**config.mk**
```make
export PLATFORM = sky130hd
export DESIGN_NAME = jtag_tap_responder
export DESIGN_NICKNAME = d
export VERILOG_FILES = /design/src/rtl/jtag_tap_responder.sv
export SDC_FILE = /design/constraint.sdc
export NUM_CORES = 1
export LEC_CHECK = 0
export ABC_AREA = 1
export BUFFER_PORTS_ARGS = -buffer_cell sky130_fd_sc_hd__buf_2
export CAP_MARGIN = 20
export CELL_PAD_IN_SITES_DETAIL_PLACEMENT = 0
export CELL_PAD_IN_SITES_GLOBAL_PLACEMENT = 1
export CORE_MARGIN = 2
export CORE_UTILIZATION = 41
export DETAILED_ROUTE_END_ITERATION = 16
export HOLD_SLACK_MARGIN = 0.02
export MAX_ROUTING_LAYER = met4
export PLACE_DENSITY_LB_ADDON = 0.12
export SETUP_SLACK_MARGIN = 0.05
export SLEW_MARGIN = 30
export SYNTH_ARGS = -nofsm -noshare
export SYNTH_HDL_FRONTEND = slang
export SYNTH_SLANG_ARGS = --single-unit
export TNS_END_PERCENT = 20
```
**constraint.sdc**
```tcl
create_clock -name tck_i -period 5.5 [get_ports tck_i]
set_clock_uncertainty 0.05 [all_clocks]
set_input_delay 0.55 -clock tck_i [delete_from_list [all_inputs] [get_ports tck_i]]
set_output_delay 0.55 -clock tck_i [all_outputs]
set_load 0.01 [all_outputs]
```
**src/rtl/jtag_tap_responder.sv**
```systemverilog
// Target-side IEEE 1149.1 TAP: 16-state controller, IR, BYPASS, IDCODE and one user DR.
// Everything runs on tck: the controller and shift paths use the rising edge, tdo and updates use the falling edge.
module jtag_tap_responder #(
  parameter int                   IR_LENGTH    = 5,
  parameter logic [31:0]          IDCODE_VALUE = 32'hdeadbeef,
  parameter int                   DR_WIDTH     = 51,
  parameter logic [IR_LENGTH-1:0] USER_IR      = 5'h11
) (
  input  logic                 tck_i,
  input  logic                 trst_,
  input  logic                 tms_i,
  input  logic                 tdi_i,
  output logic                 tdo_o,
  output logic                 tdo_oe_o,
  output logic [3:0]           tap_state_o,
  output logic [IR_LENGTH-1:0] ir_o,
  input  logic [DR_WIDTH-1:0]  user_capture_i,
  output logic                 user_capture_o,
  output logic                 user_update_o,
  output logic [DR_WIDTH-1:0]  user_data_o
);

  localparam logic [3:0] TLR      = 4'hF;
  localparam logic [3:0] RTI      = 4'hC;
  localparam logic [3:0] SEL_DR   = 4'h7;
  localparam logic [3:0] CAP_DR   = 4'h6;
  localparam logic [3:0] SH_DR    = 4'h2;
  localparam logic [3:0] EX1_DR   = 4'h1;
  localparam logic [3:0] PAUSE_DR = 4'h3;
  localparam logic [3:0] EX2_DR   = 4'h0;
  localparam logic [3:0] UPD_DR   = 4'h5;
  localparam logic [3:0] SEL_IR   = 4'h4;
  localparam logic [3:0] CAP_IR   = 4'hE;
  localparam logic [3:0] SH_IR    = 4'hA;
  localparam logic [3:0] EX1_IR   = 4'h9;
  localparam logic [3:0] PAUSE_IR = 4'hB;
  localparam logic [3:0] EX2_IR   = 4'h8;
  localparam logic [3:0] UPD_IR   = 4'hD;

  localparam logic [IR_LENGTH-1:0] IR_IDCODE  = {{(IR_LENGTH-1){1'b0}}, 1'b1};
  localparam logic [IR_LENGTH-1:0] IR_CAPTURE = {{(IR_LENGTH-1){1'b0}}, 1'b1};
  localparam logic [31:0]          IDCODE_CAP = IDCODE_VALUE | 32'h1;

  logic [3:0]           state_q, state_d;
  logic [IR_LENGTH-1:0] ir_sr_q, ir_sr_d;
  logic [31:0]          id_sr_q, id_sr_d;
  logic                 byp_q, byp_d;
  logic [DR_WIDTH-1:0]  usr_sr_q, usr_sr_d;
  logic [IR_LENGTH-1:0] ir_q, ir_d;
  logic [DR_WIDTH-1:0]  udata_q, udata_d;
  logic                 tdo_q, tdo_d;
  logic                 oe_q, oe_d;
  logic                 sel_user, sel_id;

  assign sel_user = (ir_q == USER_IR);
  assign sel_id   = !sel_user && (ir_q == IR_IDCODE);

  always_comb begin
    state_d = TLR;
    case (state_q)
      TLR:      state_d = tms_i ? TLR      : RTI;
      RTI:      state_d = tms_i ? SEL_DR   : RTI;
      SEL_DR:   state_d = tms_i ? SEL_IR   : CAP_DR;
      CAP_DR:   state_d = tms_i ? EX1_DR   : SH_DR;
      SH_DR:    state_d = tms_i ? EX1_DR   : SH_DR;
      EX1_DR:   state_d = tms_i ? UPD_DR   : PAUSE_DR;
      PAUSE_DR: state_d = tms_i ? EX2_DR   : PAUSE_DR;
      EX2_DR:   state_d = tms_i ? UPD_DR   : SH_DR;
      UPD_DR:   state_d = tms_i ? SEL_DR   : RTI;
      SEL_IR:   state_d = tms_i ? TLR      : CAP_IR;
      CAP_IR:   state_d = tms_i ? EX1_IR   : SH_IR;
      SH_IR:    state_d = tms_i ? EX1_IR   : SH_IR;
      EX1_IR:   state_d = tms_i ? UPD_IR   : PAUSE_IR;
      PAUSE_IR: state_d = tms_i ? EX2_IR   : PAUSE_IR;
      EX2_IR:   state_d = tms_i ? UPD_IR   : SH_IR;
      UPD_IR:   state_d = tms_i ? SEL_DR   : RTI;
      default:  state_d = TLR;
    endcase
  end

  // All DR shift registers capture together; only the selected one shifts.
  always_comb begin
    ir_sr_d  = ir_sr_q;
    id_sr_d  = id_sr_q;
    byp_d    = byp_q;
    usr_sr_d = usr_sr_q;
    case (state_q)
      CAP_IR: ir_sr_d = IR_CAPTURE;
      SH_IR:  ir_sr_d = {tdi_i, ir_sr_q[IR_LENGTH-1:1]};
      CAP_DR: begin
        id_sr_d  = IDCODE_CAP;
        byp_d    = 1'b0;
        usr_sr_d = user_capture_i;
      end
      SH_DR: begin
        if (sel_user)    usr_sr_d = {tdi_i, usr_sr_q[DR_WIDTH-1:1]};
        else if (sel_id) id_sr_d  = {tdi_i, id_sr_q[31:1]};
        else             byp_d    = tdi_i;
      end
      default: ;
    endcase
  end

  always_ff @(posedge tck_i or posedge trst_) begin
    if (trst_) begin
      state_q  <= TLR;
      ir_sr_q  <= '0;
      id_sr_q  <= '0;
      byp_q    <= 1'b0;
      usr_sr_q <= '0;
    end else begin
      state_q  <= state_d;
      ir_sr_q  <= ir_sr_d;
      id_sr_q  <= id_sr_d;
      byp_q    <= byp_d;
      usr_sr_q <= usr_sr_d;
    end
  end

  always_comb begin
    tdo_d   = 1'b0;
    oe_d    = (state_q == SH_DR) || (state_q == SH_IR);
    ir_d    = ir_q;
    udata_d = udata_q;
    if (state_q == SH_IR) tdo_d = ir_sr_q[0];
    if (state_q == SH_DR) begin
      if (sel_user)    tdo_d = usr_sr_q[0];
      else if (sel_id) tdo_d = id_sr_q[0];
      else             tdo_d = byp_q;
    end
    if (state_q == TLR)    ir_d = IR_IDCODE;
    if (state_q == UPD_IR) ir_d = ir_sr_q;
    if (state_q == UPD_DR && sel_user) udata_d = usr_sr_q;
  end

  always_ff @(negedge tck_i or posedge trst_) begin
    if (trst_) begin
      tdo_q   <= 1'b0;
      oe_q    <= 1'b0;
      ir_q    <= IR_IDCODE;
      udata_q <= '0;
    end else begin
      tdo_q   <= tdo_d;
      oe_q    <= oe_d;
      ir_q    <= ir_d;
      udata_q <= udata_d;
    end
  end

  // Strobes span exactly the Capture-DR / Update-DR state cycle.
  assign user_capture_o = (state_q == CAP_DR) && sel_user;
  assign user_update_o  = (state_q == UPD_DR) && sel_user;
  assign tdo_o          = tdo_q;
  assign tdo_oe_o       = oe_q;
  assign tap_state_o    = state_q;
  assign ir_o           = ir_q;
  assign user_data_o    = udata_q;

endmodule

```
After elaboration in Yosys (flattened, before gate mapping)

Index checks and enable logic that the tools add are counted.

Bits in registers: 151
Input port bits: 55
Output and inout port bits: 64
Logic and storage cells: 73

Equality and inequality tests: 21
Muxes and demuxes: 28
Reduce and logical (&&, ||, !) cells: 15

Operators with widths:

| kind                                                | number |
|---|---|
| one-hot mux 51 bit (2 select lines)                 | 1 |
| two-way mux 32 bit                                  | 2 |
| one-hot mux 32 bit (2 select lines)                 | 1 |
| two-way mux 51 bit                                  | 1 |
| one-hot mux 4 bit (12 select lines)                 | 1 |
| equality test 4 bit, second input constant          | 8 |
| equality test 4 x 3 -> 1 bit, second input constant | 4 |
| two-way mux 2 bit                                   | 6 |
| two-way mux 3 bit                                   | 4 |
| two-way mux 5 bit                                   | 2 |
| one-hot mux 5 bit (2 select lines)                  | 1 |
| equality test 4 x 2 -> 1 bit, second input constant | 2 |
| != test 2 bit, second input constant                | 4 |
| two-way mux 1 bit                                   | 7 |
| AND reduction 3 bit                                 | 2 |
| nonzero test 2 bit                                  | 3 |
| equality test 5 x 1 -> 1 bit, second input constant | 1 |
| equality test 5 bit, second input constant          | 1 |
| equality test 4 x 1 -> 1 bit, second input constant | 1 |
| zero test 4 bit                                     | 1 |
| two-way mux 4 bit                                   | 1 |
| OR reduction 2 bit                                  | 2 |
| logical AND 1 bit                                   | 3 |
| OR reduction 3 bit                                  | 1 |
| 4 further kinds                                     | 4 |

Longest topological paths before layout

Depth in word-level cells: 6
Depth in mapped cells: 10
Gate-level depth less buffers: 8

==> results.toml <==
[placed_design]
place_ws_ns = 0.7169
io_buffer_count = 118
hpwl_um = 10880
place_congestion = 0.8482
placed_area_mm2 = 0.007503

[pwr]
finalPower_mw = 4.757
ir_drop_v = 0.0002469
p_per_area_mw_per_mm2 = 589.4
cellLeakagePower_nw = 4.464

[yosys]
syn_area_per_cell_um2 = 7.923
netlist.area_leader.share_pct = 32.99
synth_area_leader_cell = "dfrtp_1"
synth-seq-cells = 151
ys.warnings.count = 0
synth_edf_count = 0
yosysUniqueCellTypes = 24
synthTopCellsByArea = "dfrtp_1 33%, nand2_1 23%, dfrtn_1 21%, o21ai_0 5.3%, nand3_1 4.4%"
syn_inst = 852
synth_fp_nets = 907
yosys-top-cells-count = "415 x nand2_1, 89 x dfrtp_1, 71 x o21ai_0, 59 x nand3_1, 57 x dfrtn_1"
syn_area_mm2 = 0.006750
ys_seq_area_share_pct = 56.07
yosysMostFrequentCell = "nand2_1"
synthArstFlopShare_pct = 100.0
synth_ff_type = "dfrtp_1"

[worst_setup_path]
slowest_delay_ns = 0.53
crit_path_start_kind = "flop"
critPathBufInv = 2
crit_fanout = 26
crit_type = "reg -> out"
regToRegSetupSlack_ns = 0.81
required_ns = 4.90
path_common_cell = "nor2_1"
r2r-end = "user_data_o[24]"
path_cells = "nand2_1 -> nor2_1 -> nand2_2 -> buf_4 -> nor2_1 -> buf_2"
crit_slowest_cell = "dfstp_2"
critPathTopFamily = "flip-flops"
crit_cells = 6
timing.rr.start = "tap_state_o[2]"
crit_path_end_kind = "primary output"
cp.arrival_ns = 4.64
reg2regPathDepth = 7

[clocking]
clkSinkCount = 151
cts_buffers = 17
cts_setup_buffers = 0
cts_resized = 0
clock-root-buffer = "clkbuf_16"
cts.htree.levels = 4
clk_latency_ns = 0.44
cts_buffer_depth = 2
postCtsHoldBufs = 0
clkTransAtPathRegs_ns = 0.06
cts_tree = "done"

[sta]
worst_slew_pin_slew_ns = 0.8463
setup_viol = 0
drv_slew = 0
finalHoldViolCount = 0
tns_ns = 0
worst_slack_ns = 0.2642
slew_headroom_pct = 43.58
grt_setup_unrepaired = "false"

[floorplanning]
die_y_um = 132.3
die_width_um = 132.3
io_pins = 119
rows = 46
initial_utilization_pct = 42.19
dieArea_mm2 = 0.01751
coreArea_mm2 = 0.01600

[flow_run]
drv_cap = 0

[global_routing]
grt_usage_pct = 21.61
met1_usage_pct = 28.22
use_met3_pct = 4.075
grt_use_met2_pct = 34.40
grt_max_degree = 78
grt_busiest_layer = "met2"
grt_pass1_vias = 5771
antenna_found_initial = 0
grt_pass1_wl_um = 29470
globalRoute.totalOverflow = 0

[drt]
vias_per_cell = 4.932
drc = 0
dr.pass1.iters = 7
final_antenna_net_count = 0
num_vias = 5835
first_iter_violations = 398
detail_route.wl_per_cell_um = 14.76
routed_wl_um = 17460

[finish]
nNetsFinal = 1009
seq_area_mm2 = 0.003785
layout-drive-gt1-share_pct = 19.34
diodes = 0
final_area_mm2 = 0.008071
multi_input_area_mm2 = 0.002630
num-fill-cells = 1663
fin_util_pct = 50.45
area.growth.synth_to_final_pct = 19.57

[worst_hold_path]
hp-class = "in -> async"

[status]
status = "complete, no violations"
==> worst reg2reg max path, delay by kind of cell, from the launching register on <==
kind          cells  cell delay, ns
simple gates      5            0.70
buf+inv           2            0.59
flops             1            0.61
==> worst max-delay path by stage <==
stage                     slack [ns]              to    start
after CTS                       0.25  user_capture_o  ir_o[0]
after global routing            0.13  user_capture_o  ir_o[0]
after detailed placement        0.72  user_capture_o  ir_o[0]
after floorplan                 0.36         ir_o[1]    trst_
final                           0.26  user_capture_o  ir_o[0]
after global placement          0.74  user_capture_o  ir_o[0]
==> routing by layer <==
| metal | vias to the layer above | routed length [um] |
|---|---|---|
| li1 | 2898 | - |
| met1 | 2771 | 8107 |
| met2 | 149 | 8310 |
| met3 | 17 | 822 |
| met4 | 0 | 218 |
| met5 | - | 0 |
==> layout make-up <==
cell class                      instances  share of cell area (%)
Clock inverter                         13                   1.302
Timing Repair Buffer                  133                   9.022
Inverter                               22                   1.070
Tap cell                              216                   3.348
Clock buffer                           20                   5.782
Sequential cell                       151                   46.89
Multi-Input combinational cell        628                   32.58
==> cells by family after synthesis <==
kind of cell	Yosys count	share of synthesized area (%)
simple gates	526	31.14
flops	151	56.07
compound gates	102	7.785
buf+inv	73	5.004
==> metrics by stage <==
step                      instances  hold slack, ns
after global placement         1151          0.3866
after CTS                      1183          0.1566
after detailed placement       1151          0.3923
final                          1183          0.1465
after floorplan                 852          0.3853
after global routing           1183          0.1882
==> flip-flops by register name, indices dropped and copies added, names as in the netlist <==
name / count
user_data_o: 51
usr_sr_q: 51
id_sr_q: 32
ir_o: 5
ir_sr_q: 5
tap_state_o: 4
byp_q: 1
tdo_o: 1
tdo_oe_o: 1
==> power by group <==
| part | total [mW] | switching, mW | internal, mW |
|---|---|---|---|
| combinational | 1.62 | 1.04 | 0.578 |
| clock | 1.11 | 0.456 | 0.656 |
| sequential | 2.03 | 0.349 | 1.68 |
==> layout by cell type, fill, tap and decap left out, types with 3 or more instances in the layout <==
master      instances
inv_2               4
clkinv_2            4
dfstp_2             5
nand2_1           414
buf_2             118
a21oi_1             4
buf_4              13
clkbuf_8            3
clkbuf_16          17
nand3_1            59
inv_1              18
dfrtn_1            57
o22ai_1             9
o21ai_1            17
clkinvlp_4          5
nand2_2             6
o21ai_0            71
nor2_1             37
dfrtp_1            89
(Power assumes the default switching activity.)
